<file path="src/rtl/div_bla_16_if.sv">
// Handshake and operand/result bundle for the 16-bit restoring divider div_bla_16.
interface div_bla_16_if;
  logic        start;
  logic [15:0] dividend;
  logic [15:0] divisor;
  logic        busy;
  logic        done;
  logic [15:0] quotient;
  logic [15:0] remainder;
  logic        dbz;

  modport master (output start, dividend, divisor,
                  input  busy, done, quotient, remainder, dbz);
  modport slave  (input  start, dividend, divisor,
                  output busy, done, quotient, remainder, dbz);
endinterface

</file>
<file path="src/rtl/div_bla_16.sv">
// Iterative 16-bit unsigned restoring divider with a 4-group borrow-lookahead trial subtractor.
// Optional divide-by-zero short-cut enabled by defining DIV_ZERO_TRAP_EN.
module div_bla_16 (
  input  logic         clk,
  input  logic         rst,
  div_bla_16_if.slave  bus
);

  typedef enum logic [1:0] {IDLE, BUSY, DONE} state_t;

  state_t      state, state_next;
  logic [3:0]  count;
  logic [15:0] b_reg;
  logic [15:0] q_reg;
  logic [15:0] r_reg;
  logic [15:0] quot_reg;
  logic [15:0] rem_reg;
  logic        accept;
  logic        last_iter;
  logic [16:0] s_val;
  logic [16:0] t_val;
  logic [15:0] q_next;
  logic [15:0] r_next;

  // Returns {borrow_out, difference[15:0]} of s - b using LCU-style group borrows.
  function automatic logic [16:0] bla_sub(input logic [16:0] s, input logic [16:0] b);
    logic [16:0] g, p;
    logic [15:0] bi, diff;
    logic [3:0]  gg, gp;
    logic [4:0]  c;
    g = ~s & b;
    p = ~(s ^ b);
    for (int k = 0; k < 4; k++) begin
      gg[k] = g[4*k+3] | (p[4*k+3] & g[4*k+2]) | (p[4*k+3] & p[4*k+2] & g[4*k+1])
            | (p[4*k+3] & p[4*k+2] & p[4*k+1] & g[4*k]);
      gp[k] = &p[4*k +: 4];
    end
    c[0] = 1'b0;
    c[1] = gg[0] | (gp[0] & c[0]);
    c[2] = gg[1] | (gp[1] & gg[0]) | (gp[1] & gp[0] & c[0]);
    c[3] = gg[2] | (gp[2] & gg[1]) | (gp[2] & gp[1] & gg[0]) | (gp[2] & gp[1] & gp[0] & c[0]);
    c[4] = gg[3] | (gp[3] & gg[2]) | (gp[3] & gp[2] & gg[1]) | (gp[3] & gp[2] & gp[1] & gg[0])
         | (gp[3] & gp[2] & gp[1] & gp[0] & c[0]);
    for (int k = 0; k < 4; k++) begin
      bi[4*k] = c[k];
      for (int j = 1; j < 4; j++)
        bi[4*k+j] = g[4*k+j-1] | (p[4*k+j-1] & bi[4*k+j-1]);
    end
    diff = s[15:0] ^ b[15:0] ^ bi;
    return {g[16] | (p[16] & c[4]), diff};
  endfunction

  assign accept    = bus.start && (state == IDLE || state == DONE);
  assign last_iter = (state == BUSY) && (count == 4'd15);

  // R is kept at 16 bits: after any iteration it is below the divisor, so bit 16 is always 0.
  assign s_val  = {r_reg, q_reg[15]};
  assign t_val  = bla_sub(s_val, {1'b0, b_reg});
  assign q_next = {q_reg[14:0], ~t_val[16]};
  assign r_next = t_val[16] ? s_val[15:0] : t_val[15:0];

`ifdef DIV_ZERO_TRAP_EN
  logic dbz_reg;
  assign bus.dbz = dbz_reg;
`else
  assign bus.dbz = 1'b0;
`endif

  always_comb begin
    state_next = state;
    case (state)
      IDLE: if (bus.start) state_next = BUSY;
      BUSY: begin
        if (count == 4'd15) state_next = DONE;
`ifdef DIV_ZERO_TRAP_EN
        if (dbz_reg) state_next = DONE;
`endif
      end
      DONE: state_next = bus.start ? BUSY : IDLE;
      default: state_next = IDLE;
    endcase
  end

  always_ff @(posedge clk or posedge rst) begin
    if (rst) begin
      state    <= IDLE;
      count    <= 4'd0;
      quot_reg <= 16'h0000;
      rem_reg  <= 16'h0000;
`ifdef DIV_ZERO_TRAP_EN
      dbz_reg  <= 1'b0;
`endif
    end else begin
      state <= state_next;
      if (accept)
        count <= 4'd0;
      else if (state == BUSY)
        count <= count + 4'd1;
`ifdef DIV_ZERO_TRAP_EN
      if (accept)
        dbz_reg <= (bus.divisor == 16'h0000);
      // Zero divisor: Q still holds the untouched dividend on the single BUSY cycle.
      if (state == BUSY && dbz_reg) begin
        quot_reg <= 16'hFFFF;
        rem_reg  <= q_reg;
      end else if (last_iter) begin
        quot_reg <= q_next;
        rem_reg  <= r_next;
      end
`else
      if (last_iter) begin
        quot_reg <= q_next;
        rem_reg  <= r_next;
      end
`endif
    end
  end

  // Datapath registers carry no reset; they are always loaded on the accepting edge.
  always_ff @(posedge clk) begin
    if (accept) begin
      b_reg <= bus.divisor;
      q_reg <= bus.dividend;
      r_reg <= 16'h0000;
    end else if (state == BUSY) begin
      q_reg <= q_next;
      r_reg <= r_next;
    end
  end

  assign bus.busy      = (state == BUSY);
  assign bus.done      = (state == DONE);
  assign bus.quotient  = quot_reg;
  assign bus.remainder = rem_reg;

endmodule

</file>
<file path="src/flat_wrapper.sv">
// flat-port wrapper written by rule: the top's interface ports become plain ports
module div_bla_16_flat 
  (clk, rst, bus_start, bus_dividend, bus_divisor, bus_busy, bus_done, bus_quotient, bus_remainder, bus_dbz);
  div_bla_16_if bus_i ();
  input  logic clk;
  input  logic rst;
  input wire logic [$bits(bus_i.start)-1:0] bus_start;
  input wire logic [$bits(bus_i.dividend)-1:0] bus_dividend;
  input wire logic [$bits(bus_i.divisor)-1:0] bus_divisor;
  output wire logic [$bits(bus_i.busy)-1:0] bus_busy;
  output wire logic [$bits(bus_i.done)-1:0] bus_done;
  output wire logic [$bits(bus_i.quotient)-1:0] bus_quotient;
  output wire logic [$bits(bus_i.remainder)-1:0] bus_remainder;
  output wire logic [$bits(bus_i.dbz)-1:0] bus_dbz;
  assign bus_i.start = bus_start;
  assign bus_i.dividend = bus_dividend;
  assign bus_i.divisor = bus_divisor;
  assign bus_busy = bus_i.busy;
  assign bus_done = bus_i.done;
  assign bus_quotient = bus_i.quotient;
  assign bus_remainder = bus_i.remainder;
  assign bus_dbz = bus_i.dbz;
  div_bla_16 u_core (.clk(clk), .rst(rst), .bus(bus_i));
endmodule
</file>
<file path="config.mk">
export PLATFORM = sky130hd
export DESIGN_NAME = div_bla_16_flat
export DESIGN_NICKNAME = d
export VERILOG_FILES = /design/src/rtl/div_bla_16_if.sv /design/src/rtl/div_bla_16.sv /design/src/flat_wrapper.sv
export SDC_FILE = /design/constraint.sdc
export NUM_CORES = 1
export LEC_CHECK = 0
export CAP_MARGIN = 5
export CORE_AREA = 5 5 95 97
export DETAILED_ROUTE_END_ITERATION = 10
export DIE_AREA = 0 0 100 102
export PLACE_DENSITY_LB_ADDON = 0.12
export SYNTH_ARGS = -nofsm -noshare
export SYNTH_HDL_FRONTEND = slang
export SYNTH_SLANG_ARGS = --single-unit
export TNS_END_PERCENT = 10
</file>
<file path="constraint.sdc">
create_clock -name clk -period 6.7 [get_ports clk]
set_input_delay 1.34 -clock clk [delete_from_list [all_inputs] [get_ports clk]]
set_output_delay 1.34 -clock clk [all_outputs]
set_load 0.03 [all_outputs]
</file>
* After elaboration in Yosys (flattened, before gate mapping) *
Cells that the tools add are included.

storage, ports and cells
  register bits = 86
  bits in latches = 0
  memory bits (writable) = 0
  ROM bits = 0
  input port bits = 35
  output and inout port bits = 35
  word-level logic and storage cells = 109
  memories = 0

operators by class
  add/subtract/negate cells = 1
  $mul = 0
  div/mod/pow operators = 0
  order comparisons = 0
  equal/unequal tests = 5
  shifts and indexed selects = 0
  multiplexer cells = 9
  bitwise gates (word level) = 78
  reduce and logical (&&, ||, !) cells = 9

operators by type and width
  operator               number
  $mux W16               3
  $and A1 B1 Y1          41
  $not A17 Y17           2
  $xor A16 B16 Y16       2
  $or A1 B1 Y1           30
  $and A17 B16 Y17       1
  $xor A17 B16 Y17       1
  $reduce_and A4 Y1      3
  $mux W4                2
  $pmux W2 S3            1
  $add A4 B1 Y4 const B  1
  $eq A4 B4 Y1 const B   1
  $mux W2                2
  $eq A2 B1 Y1 const B   1
  $eq A2 B2 Y1 const B   1
  $logic_and A1 B1 Y1    2
  $logic_not A2 Y1       1
  $ne A2 B1 Y1 const B   1
  $ne A2 B2 Y1 const B   1
  $reduce_and A2 Y1      1
  $reduce_bool A2 Y1     1
  $logic_or A1 B1 Y1     1
  $mux W1                1
  $not A1 Y1             1

* Depth between registers and ports, before layout *
Gate-level depths: netlist of run 1.

  depth in word-level cells = 17
  mapped depth = 12
  mapped depth without buffers = 12

* Least setup slack after synthesis of run 1 *
OpenSTA, ideal clock, no wires.

  kind = register to register
  start = register u_core.r_reg[6]
  end = register u_core.rem_reg[14], in the netlist u_core.bus.remainder[14]
  arrival time = 3052 ps
  required time = 6575 ps
  slack = 3524 ps
  stages on the path, launching flop included = 12
  buffers on the path = 0
  clock period less this slack = 3176 ps
  path through = dfxtp_1 inv_1 ha_1 and4_1 and2b_1 a22oi_2 nand2b_1 fa_1 fa_1 fa_1 mux2i_1 mux2_2

between the ends
  longest elaborated chain between the ends = 15

RTL lines
  what                                                  RTL line                            source
  start, declared                                       div_bla_16.sv:15                    logic [15:0] r_reg;
  start signal, assigned                                div_bla_16.sv:127                   r_reg <= r_next;
  $xor A17 B16 Y17                                      div_bla_16.sv:32                    p = ~(s ^ b);
  $not A17 Y17                                          div_bla_16.sv:32
  $and A1 B1 Y1 (on tied branches)                      div_bla_16.sv:34, div_bla_16.sv:35
  $or A1 B1 Y1, or another cell as far along            div_bla_16.sv:34                    gg[k] = g[4*k+3] | (p[4*k+3] & g[4*k+2]) | (p[4*k+3] & p[4*k+2] & g[4*k+1])
  $or A1 B1 Y1 / $and A1 B1 Y1 (equally long branches)  div_bla_16.sv:34, div_bla_16.sv:35
  $or A1 B1 Y1                                          div_bla_16.sv:35                    | (p[4*k+3] & p[4*k+2] & p[4*k+1] & g[4*k]);
  $and A1 B1 Y1                                         div_bla_16.sv:41                    c[3] = gg[2] | (gp[2] & gg[1]) | (gp[2] & gp[1] & gg[0]) | (gp[2] & gp[1] & gp[0] & c[0]);
  $or A1 B1 Y1 (2 in series)                            div_bla_16.sv:41
  $and A1 B1 Y1                                         div_bla_16.sv:47                    bi[4*k+j] = g[4*k+j-1] | (p[4*k+j-1] & bi[4*k+j-1]);
  $or A1 B1 Y1                                          div_bla_16.sv:47
  $and A1 B1 Y1                                         div_bla_16.sv:47
  $or A1 B1 Y1                                          div_bla_16.sv:47
  $xor A16 B16 Y16                                      div_bla_16.sv:49                    diff = s[15:0] ^ b[15:0] ^ bi;
  $mux W16 (*)                                          div_bla_16.sv:60                    assign r_next = t_val[16] ? s_val[15:0] : t_val[15:0];
  end signal, assigned                                  div_bla_16.sv:113                   rem_reg <= r_next;
  end, declared                                         div_bla_16.sv:17                    logic [15:0] rem_reg;

Every way passes the cells marked *; elsewhere a longest branch is shown, timed or not.
A chain may end at the register's enable or synchronous reset.

* Worst setup path in the final report of run 1 *
  start = register u_core.state[0]
  end = output bus_busy

between the ends
  longest elaborated chain between the ends = 1

RTL lines
  what                    RTL line            source
  start, declared         div_bla_16.sv:11    state_t state, state_next;
  start signal, assigned  div_bla_16.sv:94    state <= state_next;
  $eq A2 B1 Y1            div_bla_16.sv:131   assign bus.busy = (state == BUSY);
  end, declared           flat_wrapper.sv:10  output wire logic [$bits(bus_i.busy)-1:0] bus_busy;

No other way between the ends.

==> results of run 1 <==
## kinds of logic (layout without fill, tap and decap cells)
| group | count (synthesis) | in the layout | share of synthesized area |
|---|---|---|---|
| fa+ha+maj | 28 | 28 | 0.1103 |
| xor+xnor | 5 | 5 | 0.01116 |
| flops | 86 | 86 | 0.5689 |
| simple gates | 25 | 25 | 0.03189 |
| other cells | 1 | 1 | 0.0009557 |
| compound gates | 40 | 40 | 0.07239 |
| mux | 60 | 60 | 0.1671 |
| buf+inv | 31 | 106 | 0.03731 |
## how the worst min path moves through the flow
stage	slack, ns	to	start
CTS	0.48	u_core.r_reg[12]	u_core.r_reg[12]
finish	0.48	u_core.r_reg[9]	u_core.r_reg[9]
detailed placement	0.45	u_core.r_reg[15]	u_core.r_reg[15]
floorplan	0.43	u_core.r_reg[15]	u_core.r_reg[15]
global placement	0.44	u_core.r_reg[15]	u_core.r_reg[15]
global route	0.50	u_core.r_reg[1]	u_core.r_reg[1]
## layout make-up
type	count	area, µm²	area share
timing repair buffer	70	695.7	0.1420
clock buffer	11	131.4	0.02682
sequential	86	2232	0.4557
tap	105	131.4	0.02682
clock inverter	5	75.07	0.01533
multi-input combinational	159	1558	0.3180
inverter	20	75.07	0.01533
## placed cells by master (no fill, tap or decap), types with 2 or more instances in the layout
master,synthesis,routed
edfxtp_1,32,32
o22ai_1,3,3
mux2i_1,16,16
a21o_1,2,2
fa_1,11,11
nand2b_1,2,2
nand4_1,2,2
dfxtp_1,16,16
o21ai_0,2,2
a22o_1,13,13
o21ai_1,4,4
dfrtp_1,38,38
inv_1,18,18
mux2_1,30,30
nand2_1,7,7
buf_4,1,2
ha_1,17,17
xnor2_1,4,4
clkdlybuf4s50_1,0,68
inv_2,2,2
bufinv_16,0,2
clkinv_2,0,3
a21oi_1,12,12
nor2_1,7,7
clkbuf_1,4,2
clkbuf_8,0,9
mux2_2,14,14
## metrics by stage
stage / power (µW) / utilization / setup WS, ns
floorplan: 1813 / - / 3.524
global placement: 2160 / 0.5828 / 3.177
detailed placement: 2190 / 0.5828 / 3.114
CTS: 2588 / 0.6084 / 3.212
global route: 2737 / 0.6084 / 3.074
finish: 2544 / 0.6084 / 3.261
## layer usage
layer,track usage,wire length [µm]
met1,0.1927,3209
met4,0.04352,56
met3,0.05461,440
met2,0.2468,3542
met5,0,0
## critical path, delay by kind of cell, from the launching register on
family / cells / cell delay [ns]
flops: 1 / 0.43
buf+inv: 2 / 1.08
simple gates: 1 / 0.24
## power by group through the flow
stage,sequential (µW),combinational [µW],clock (µW)
floorplan,1070,746,0
global placement,921,1240,0
detailed placement,921,1270,0
CTS,914,1280,396
global route,939,1380,418
finish,911,1250,381
==> flow_summary.toml, run 1 <==
[synth]
synth_ff_type = "dfrtp_1"
ys_async_sr_fraction = 0.4419
synth_top_area_cell = "edfxtp_1"
yosysSeqAreaShare = 0.5689
synthesis.area_um2 = 3924
yosysTopAreaCellShare = 0.2449
synth_edf_count = 32
ys.warnings.count = 0
ys_ff_latch = 86
syn-instance-count = 276
synthTopCellsByCount = "dfrtp_1 (38), edfxtp_1 (32), mux2_1 (30)"
synthTopCellsByArea = "edfxtp_1 (24%), dfrtp_1 (24%), mux2_1 (8.6%)"
syn_nets = 339
postSynthAreaPerCell_um2 = 14.22
synth_cell_types = 39
synth.most_common_cell = "dfrtp_1"

[timing]
rsz0062_at_grt = "false"
slew_viol_final = 0
tightest_slew_ns = 1.051
relSlewSlack = 0.2974
hold_viol = 0
min_period_over_period = 0.5133
tns_ns = 0
setup_viol_count_final = 0
hold_ws_ns = 0.4795
period_needed_ns = 3.439
clock_skew_ns = 0.01037
fmax_mhz = 290.8

[clock_network]
clkLatencyLatePin_ns = 0.35
clockBufferDepth = 2
clockRootBuffer = "clkbuf_8"
hold_buffers = 0
cts-buffers-inserted = 9
htreeDepth = 3
cts_tree = "done"
cts.sinks = 86
path_clk_slew_ns = 0.07
post_cts_resized = 0
post_cts_buffers = 0

[placed_design]
placed_area_um2 = 4692
place_congestion = 0.7463
post-dp-hpwl_um = 5025
dp_cells = 440
port_buffers = 68

[final_layout]
layout.nets = 409
postLayoutCellArea_um2 = 4898
layout.cells.non_filler = 456
n_antenna_cell = 0
fillers = 635
layout-drive-gt1-share = 0.1026
syn_to_final_growth_pct = 24.84

[drt]
post_drt_wl_per_cell_um = 15.90
antenna_left = 0
wl_um = 7249
drt_iter0_markers = 67
drc = 0
avgViaCountPerCell = 5.164
drt_first_pass_iters = 4
vias = 2355

[critical_path]
critPathMaxStageDelay_ns = 0.74
r2r-start = "u_core.r_reg[6]"
critPathArrivalTime_ns = 2.10
slowest_stage = "clkdlybuf4s50_1"
r2r_cells = 12
worstSetupStartpoint = "u_core.state[0]"
r2r-end = "u_core.bus.remainder[15]"
worst-path-max-fanout = 18
critPathCaptureType = "primary output"
start_kind = "register"
crit_end = "bus_busy"
cp.required_ns = 5.36
critPathKind = "register to primary output"
crit_chain = "nand2b_1 > inv_2 > clkdlybuf4s50_1"
r2r_slack_ns = 3.26

[power_and_ir_drop]
pwr-share-seq = 0.358
p_leak_uw = 0.002108
p_clk_frac = 0.150
p_int_uw = 1582
p_per_area_nw_per_um2 = 519.3
p_sw_uw = 961.7
p_comb_frac = 0.492
power_switching_share = 0.3781
max-vdd-ir-drop_v = 0.0002010

[global_route]
gr-total-overflow = 0
grt_max_degree = 39
antenna_found_initial = 0
grt_pass1_vias = 2504
grt_pass1_wl_um = 12040
grt_use_total = 0.1517

[run_status]
status = "finished, final reports clean"

[die]
die_height_um = 102
io_pins = 70
rows = 33
coreArea_um2 = 8051
initial_core_util = 0.4873
die_w_um = 100
die-area_um2 = 10200

[hold_path]
hold_depth = 1
hold_path.class = "register to register"

[run]
cap_violations = 0
Note: power is estimated with default switching activity, not from simulation.
==> run 2: changes to the inputs <==
--- a/config.mk
+++ b/config.mk
@@ -6,9 +6,9 @@
 export NUM_CORES = 1
 export LEC_CHECK = 0
 export CAP_MARGIN = 5
-export CORE_AREA = 5 5 95 97
+export CORE_AREA = 5 5 98 100
 export DETAILED_ROUTE_END_ITERATION = 10
-export DIE_AREA = 0 0 100 102
+export DIE_AREA = 0 0 103 105
 export PLACE_DENSITY_LB_ADDON = 0.12
 export SYNTH_ARGS = -nofsm -noshare
 export SYNTH_HDL_FRONTEND = slang
==> constraint.sdc (replaced) <==
create_clock -name clk -period 2.8 [get_ports clk]
set_input_delay 0.56 -clock clk [delete_from_list [all_inputs] [get_ports clk]]
set_output_delay 0.56 -clock clk [all_outputs]
set_load 0.03 [all_outputs]
==> run 2 against run 1 <==
The flow now finishes with violations (setup timing). Setup slack worse by 3.5 ns. Register-to-register slack got worse by 3.5 ns. Cell count up 7.7%. Flip-flop and latch count did not move. Largest cell class unchanged. Largest power group unchanged.
==> flow_summary.toml, run 2 (same netlist as run 1, synthesis figures left out) <==
[critical_path]
worstSetupStartpoint = "u_core.b_reg[7]"
worst-path-buf-inv = 0
slowest_stage = "fa_2"
crit_chain = "ha_4 > and4_1 > and2b_1 > a22oi_2 > nand2b_1 > fa_2 > fa_2 > fa_2 > mux2i_1 > mux2_2"
start_kind = "register"
cp.required_ns = 3.03
critPathArrivalTime_ns = 3.23
path_common_cell = "fa_2"
critPathKind = "register to register"
cp_top_family = "adder cells"
critPathMaxStageDelay_ns = 0.52
critPathCaptureType = "register"
worst-path-max-fanout = 4
r2r-start = "u_core.b_reg[7]"

[power_and_ir_drop]
power_switching_share = 0.3793
p_per_area_nw_per_um2 = 1219
p_leak_uw = 0.002247
pwr-share-seq = 0.340
max-vdd-ir-drop_v = 0.0005775
p_int_uw = 3998
p_clk_frac = 0.129
power_uw = 6441
p_comb_frac = 0.531
p_sw_uw = 2443

[timing]
hold_viol = 0
hold_ws_ns = 0.4717
fmax_mhz = 333.3
fin_ws_ns = -0.2007
setup_viol_count_final = 8
slew_viol_final = 0
tns_ns = -0.7960
tightest_slew_ns = 0.5323
min_period_over_period = 1.072
clock_skew_ns = 0.007989
period_needed_ns = 3.001
relSlewSlack = 0.6451
rsz0062_at_grt = "true"

[drt]
drc = 0
drt_iter0_markers = 75
avgViaCountPerCell = 4.969
vias = 2440
antenna_left = 0
wl_um = 7999
post_drt_wl_per_cell_um = 16.29
drt_first_pass_iters = 4

[die]
die-area_um2 = 10820
die_height_um = 105
die_w_um = 103
rows = 34
coreArea_um2 = 8593
io_pins = 70
initial_core_util = 0.4566

[clock_network]
cts_tree = "done"
cts.sinks = 86
clockRootBuffer = "clkbuf_8"
htreeDepth = 3
clkLatencyLatePin_ns = 0.34
path_clk_slew_ns = 0.08
clockBufferDepth = 2
cts-buffers-inserted = 9
hold_buffers = 0

[global_route]
gr-total-overflow = 0
grt_max_degree = 39
grt_use_total = 0.1571
antenna_found_initial = 0
grt_pass1_vias = 2645
grt_pass1_wl_um = 13200

[final_layout]
mostFrequentLayoutCell = "clkdlybuf4s50_1"
fillers = 695
syn_to_final_growth_pct = 34.66
layout-drive-gt1-share = 0.2324
layout.cells.most_common_list = "clkdlybuf4s50_1 (68), dfrtp_1 (38), buf_4 (32), edfxtp_1 (32), mux2_1 (30)"
postLayoutCellArea_um2 = 5284
n_antenna_cell = 0
layout.nets = 441

[run_status]
violations = "setup timing"
status = "complete, but fails checks"

[hold_path]
hold_path.class = "register to register"
hp-start = "u_core.r_reg[15]"

[placed_design]
place_congestion = 0.8082
post-dp-hpwl_um = 5630
dpl_worst_slack_ns = -0.2058
placed_area_um2 = 4974
port_buffers = 68

[run]
cap_violations = 0
-- run 2: cell count changes in the layout (fill, tap and decap cells not counted), moves of 3 or more --
cell,previous run,this run
ha_4,0,7
buf_4,2,32
fa_1,11,3
ha_1,17,10
clkinv_2,3,0
fa_2,0,8
dfxtp_1,16,12
dfxtp_2,0,4
a21oi_1,12,9
-- run 2: routing by layer --
layer  vias to the layer above  track usage  share of wire
met2                        46       0.2456           0.48
met5                         -            0              0
met1                      1196       0.2179           0.46
met4                         0      0.04903          0.017
li1                       1185            -              -
met3                        13      0.03398          0.037
-- run 2: through the flow --
| step | util | cells |
|---|---|---|
| 5_1_grt | 0.6149 | 491 |
| 3_3_place_gp | 0.5788 | 471 |
| 3_5_place_dp | 0.5788 | 471 |
| 2_1_floorplan | - | 276 |
| 6_report | 0.6149 | 491 |
| 4_1_cts | 0.6056 | 489 |
-- run 2: area by class of cell --
cell class / count / area (µm²) / share of cell area
tap: 108 / 135.1 / 0.02557
clock inverter: 4 / 48.80 / 0.009235
timing repair buffer: 102 / 960.9 / 0.1819
clock buffer: 12 / 135.1 / 0.02557
inverter: 20 / 75.07 / 0.01421
multi-input combinational: 159 / 1692 / 0.3202
sequential: 86 / 2237 / 0.4234
-- run 2: final timing paths --
kind	endpoint	slack, ns	depth (start not counted)
max in group asynchronous	u_core.bus.remainder[3]	1.78	3
hold reg to reg	u_core.r_reg[15]	0.47	2
hold / removal	u_core.r_reg[15]	0.47	2
setup / recovery	u_core.bus.remainder[14]	-0.20	10
setup reg to reg	u_core.bus.remainder[14]	-0.20	10
min in group asynchronous	u_core.bus.quotient[13]	0.65	3
-- run 2: worst reg2reg max path, cell delays in order (launching register included) --
cell	delay (ns)
edfxtp_1	0.43
ha_4	0.26
and4_1	0.20
and2b_1	0.16
a22oi_2	0.17
nand2b_1	0.10
fa_2	0.34
fa_2	0.35
fa_2	0.52
mux2i_1	0.08
mux2_2	0.27
-- run 2: power by group through the flow --
stage                     clock [µW]  sequential [µW]  combinational, µW
after floorplan                    0             2550               1820
after global placement             0             2190               3270
after detailed placement           0             2200               3320
after CTS                        861             2180               3390
after global routing             920             2250               3770
final                            831             2190               3420
-- run 2: what timing repair did --
| item | CTS | global route |
|---|---|---|
| pin swaps | 1 | 6 |
| setup buffers | 2 | 2 |
| setup endpoints to repair | 12 | 14 |
| gates resized for setup | 4 | 13 |
==> run 3: changes to the inputs <==
--- a/config.mk
+++ b/config.mk
@@ -6,9 +6,9 @@
 export NUM_CORES = 1
 export LEC_CHECK = 0
 export CAP_MARGIN = 5
-export CORE_AREA = 5 5 98 100
+export CORE_AREA = 2 2 95 97
 export DETAILED_ROUTE_END_ITERATION = 10
-export DIE_AREA = 0 0 103 105
+export DIE_AREA = 0 0 97 99
 export PLACE_DENSITY_LB_ADDON = 0.12
 export SYNTH_ARGS = -nofsm -noshare
 export SYNTH_HDL_FRONTEND = slang
==> run 3 against run 2 <==
The run still ends with setup timing left. Global-route usage rose by 2.5 points. Combinational power about the same. Hold slack lost 0.014 ns. Clock power is 6.1% lower.
==> flow_summary.toml, run 3 (same netlist as run 1, synthesis figures left out) <==
[global_route]
grt_use_total = 0.1817
antenna_found_initial = 0
gr-total-overflow = 0
grt_max_degree = 39
grt_pass1_wl_um = 13540
grt_pass1_vias = 2723

[critical_path]
slowest_stage = "fa_1"
path_common_cell = "fa_2"
critPathCaptureType = "register"
start_kind = "register"
cp.required_ns = 3.03
crit_chain = "ha_4 > and4_4 > and2b_1 > a22oi_2 > nand2b_1 > fa_2 > fa_2 > fa_1 > mux2i_1 > mux2_2"
cp_top_family = "adder cells"
critPathArrivalTime_ns = 3.20
worst-path-buf-inv = 0
critPathKind = "register to register"
critPathMaxStageDelay_ns = 0.48
worst-path-max-fanout = 4

[drt]
vias = 2503
drc = 0
post_drt_wl_per_cell_um = 16.58
antenna_left = 0
avgViaCountPerCell = 5.057
drt_iter0_markers = 85
wl_um = 8207
drt_first_pass_iters = 4

[clock_network]
clkLatencyLatePin_ns = 0.35
clockRootBuffer = "clkbuf_8"
htreeDepth = 3
clockBufferDepth = 2
cts.sinks = 86
path_clk_slew_ns = 0.08
cts_tree = "done"
cts-buffers-inserted = 9

[timing]
setup_viol_count_final = 6
period_needed_ns = 2.965
tightest_slew_ns = 0.5237
relSlewSlack = 0.6509
fin_ws_ns = -0.1653
clock_skew_ns = 0.006458
min_period_over_period = 1.059
fmax_mhz = 337.2
rsz0062_at_grt = "true"
hold_viol = 0
slew_viol_final = 0

[final_layout]
syn_to_final_growth_pct = 34.02
mostFrequentLayoutCell = "clkdlybuf4s50_1"
n_antenna_cell = 0
layout.nets = 445
layout.cells.most_common_list = "clkdlybuf4s50_1 (68), dfrtp_1 (38), buf_4 (36)"
fillers = 682
postLayoutCellArea_um2 = 5259
layout-drive-gt1-share = 0.2455
layout.cells.non_filler = 495

[die]
die_w_um = 97
initial_core_util = 0.4589
die-area_um2 = 9603
die_height_um = 99
coreArea_um2 = 8551
io_pins = 70
rows = 34

[placed_design]
dpl_worst_slack_ns = -0.2201
post-dp-hpwl_um = 5740
port_buffers = 68
place_congestion = 0.8080
placed_area_um2 = 4996
dp_cells = 474

[hold_path]
hold_path.class = "register to register"

[run_status]
violations = "setup timing"
status = "complete, but fails checks"

[power_and_ir_drop]
max-vdd-ir-drop_v = 0.0006672
p_per_area_nw_per_um2 = 1221
p_leak_uw = 0.002268

[run]
cap_violations = 0
[run 3: area by class of cell]
class | count | area, µm² | share of cell area
clock buffers | 10 | 137.6 | 0.02617
multi-input cells | 159 | 1647 | 0.3131
clock inverters | 6 | 37.54 | 0.007138
inverters | 20 | 75.07 | 0.01428
flip-flops and latches | 86 | 2236 | 0.4252
well taps | 108 | 135.1 | 0.02570
repair buffers | 106 | 991.0 | 0.1884
[run 3: worst paths after layout]
| path | startpoint | cells after the start | end | slack (ns) |
|---|---|---|---|---|
| min reg2reg | u_core.r_reg[15] | 2 | u_core.r_reg[15] | 0.46 |
| min | u_core.r_reg[15] | 2 | u_core.r_reg[15] | 0.46 |
| min in group asynchronous | rst | 3 | u_core.bus.quotient[12] | 0.63 |
| max | u_core.b_reg[7] | 10 | u_core.bus.remainder[14] | -0.17 |
| max reg2reg | u_core.b_reg[7] | 10 | u_core.bus.remainder[14] | -0.17 |
| max in group asynchronous | rst | 3 | u_core.bus.remainder[13] | 1.81 |
[run 3: metal layers]
metal	track usage	vias to the layer above	wire length, µm
li1	-	1201	-
met1	0.2341	1247	3709
met2	0.3034	44	4092
met3	0.03404	11	245
met4	0.07692	0	159
met5	0	-	0
[run 3: worst register-to-register path: stages, from the launching register on]
cell,delay (ns)
edfxtp_1,0.43
ha_4,0.28
and4_4,0.19
and2b_1,0.16
a22oi_2,0.17
nand2b_1,0.10
fa_2,0.34
fa_2,0.34
fa_1,0.48
mux2i_1,0.08
mux2_2,0.26
[run 3: per-stage QoR]
stage	TNS (ns)	hold slack [ns]	utilization	total power [µW]
final	-0.7264	0.4579	0.6150	6419
after global routing	-1.564	0.5007	0.6150	6900
after CTS	-1.636	0.4588	0.6070	6414
after detailed placement	-1.830	0.4476	0.5843	5580
after global placement	-0.7446	0.4389	0.5843	5475
after floorplan	-0.1213	0.4291	-	4377
[run 3: report_power, final]
part / switching [µW] / internal [µW] / leakage (µW)
logic: 1770 / 1680 / 0.00126
registers: 273 / 1910 / 0.000925
clock network: 438 / 342 / 0.0000857
total: 2480 / 3940 / 0.00227
[run 3: repair_timing]
item / CTS / global route
hold buffers: 0 / 0
buffers inserted: 2 / 3
gates resized for setup: 4 / 10
endpoints found under the setup margin: 12 / 14
gates cloned: 0 / 0
pin swaps: 5 / 7
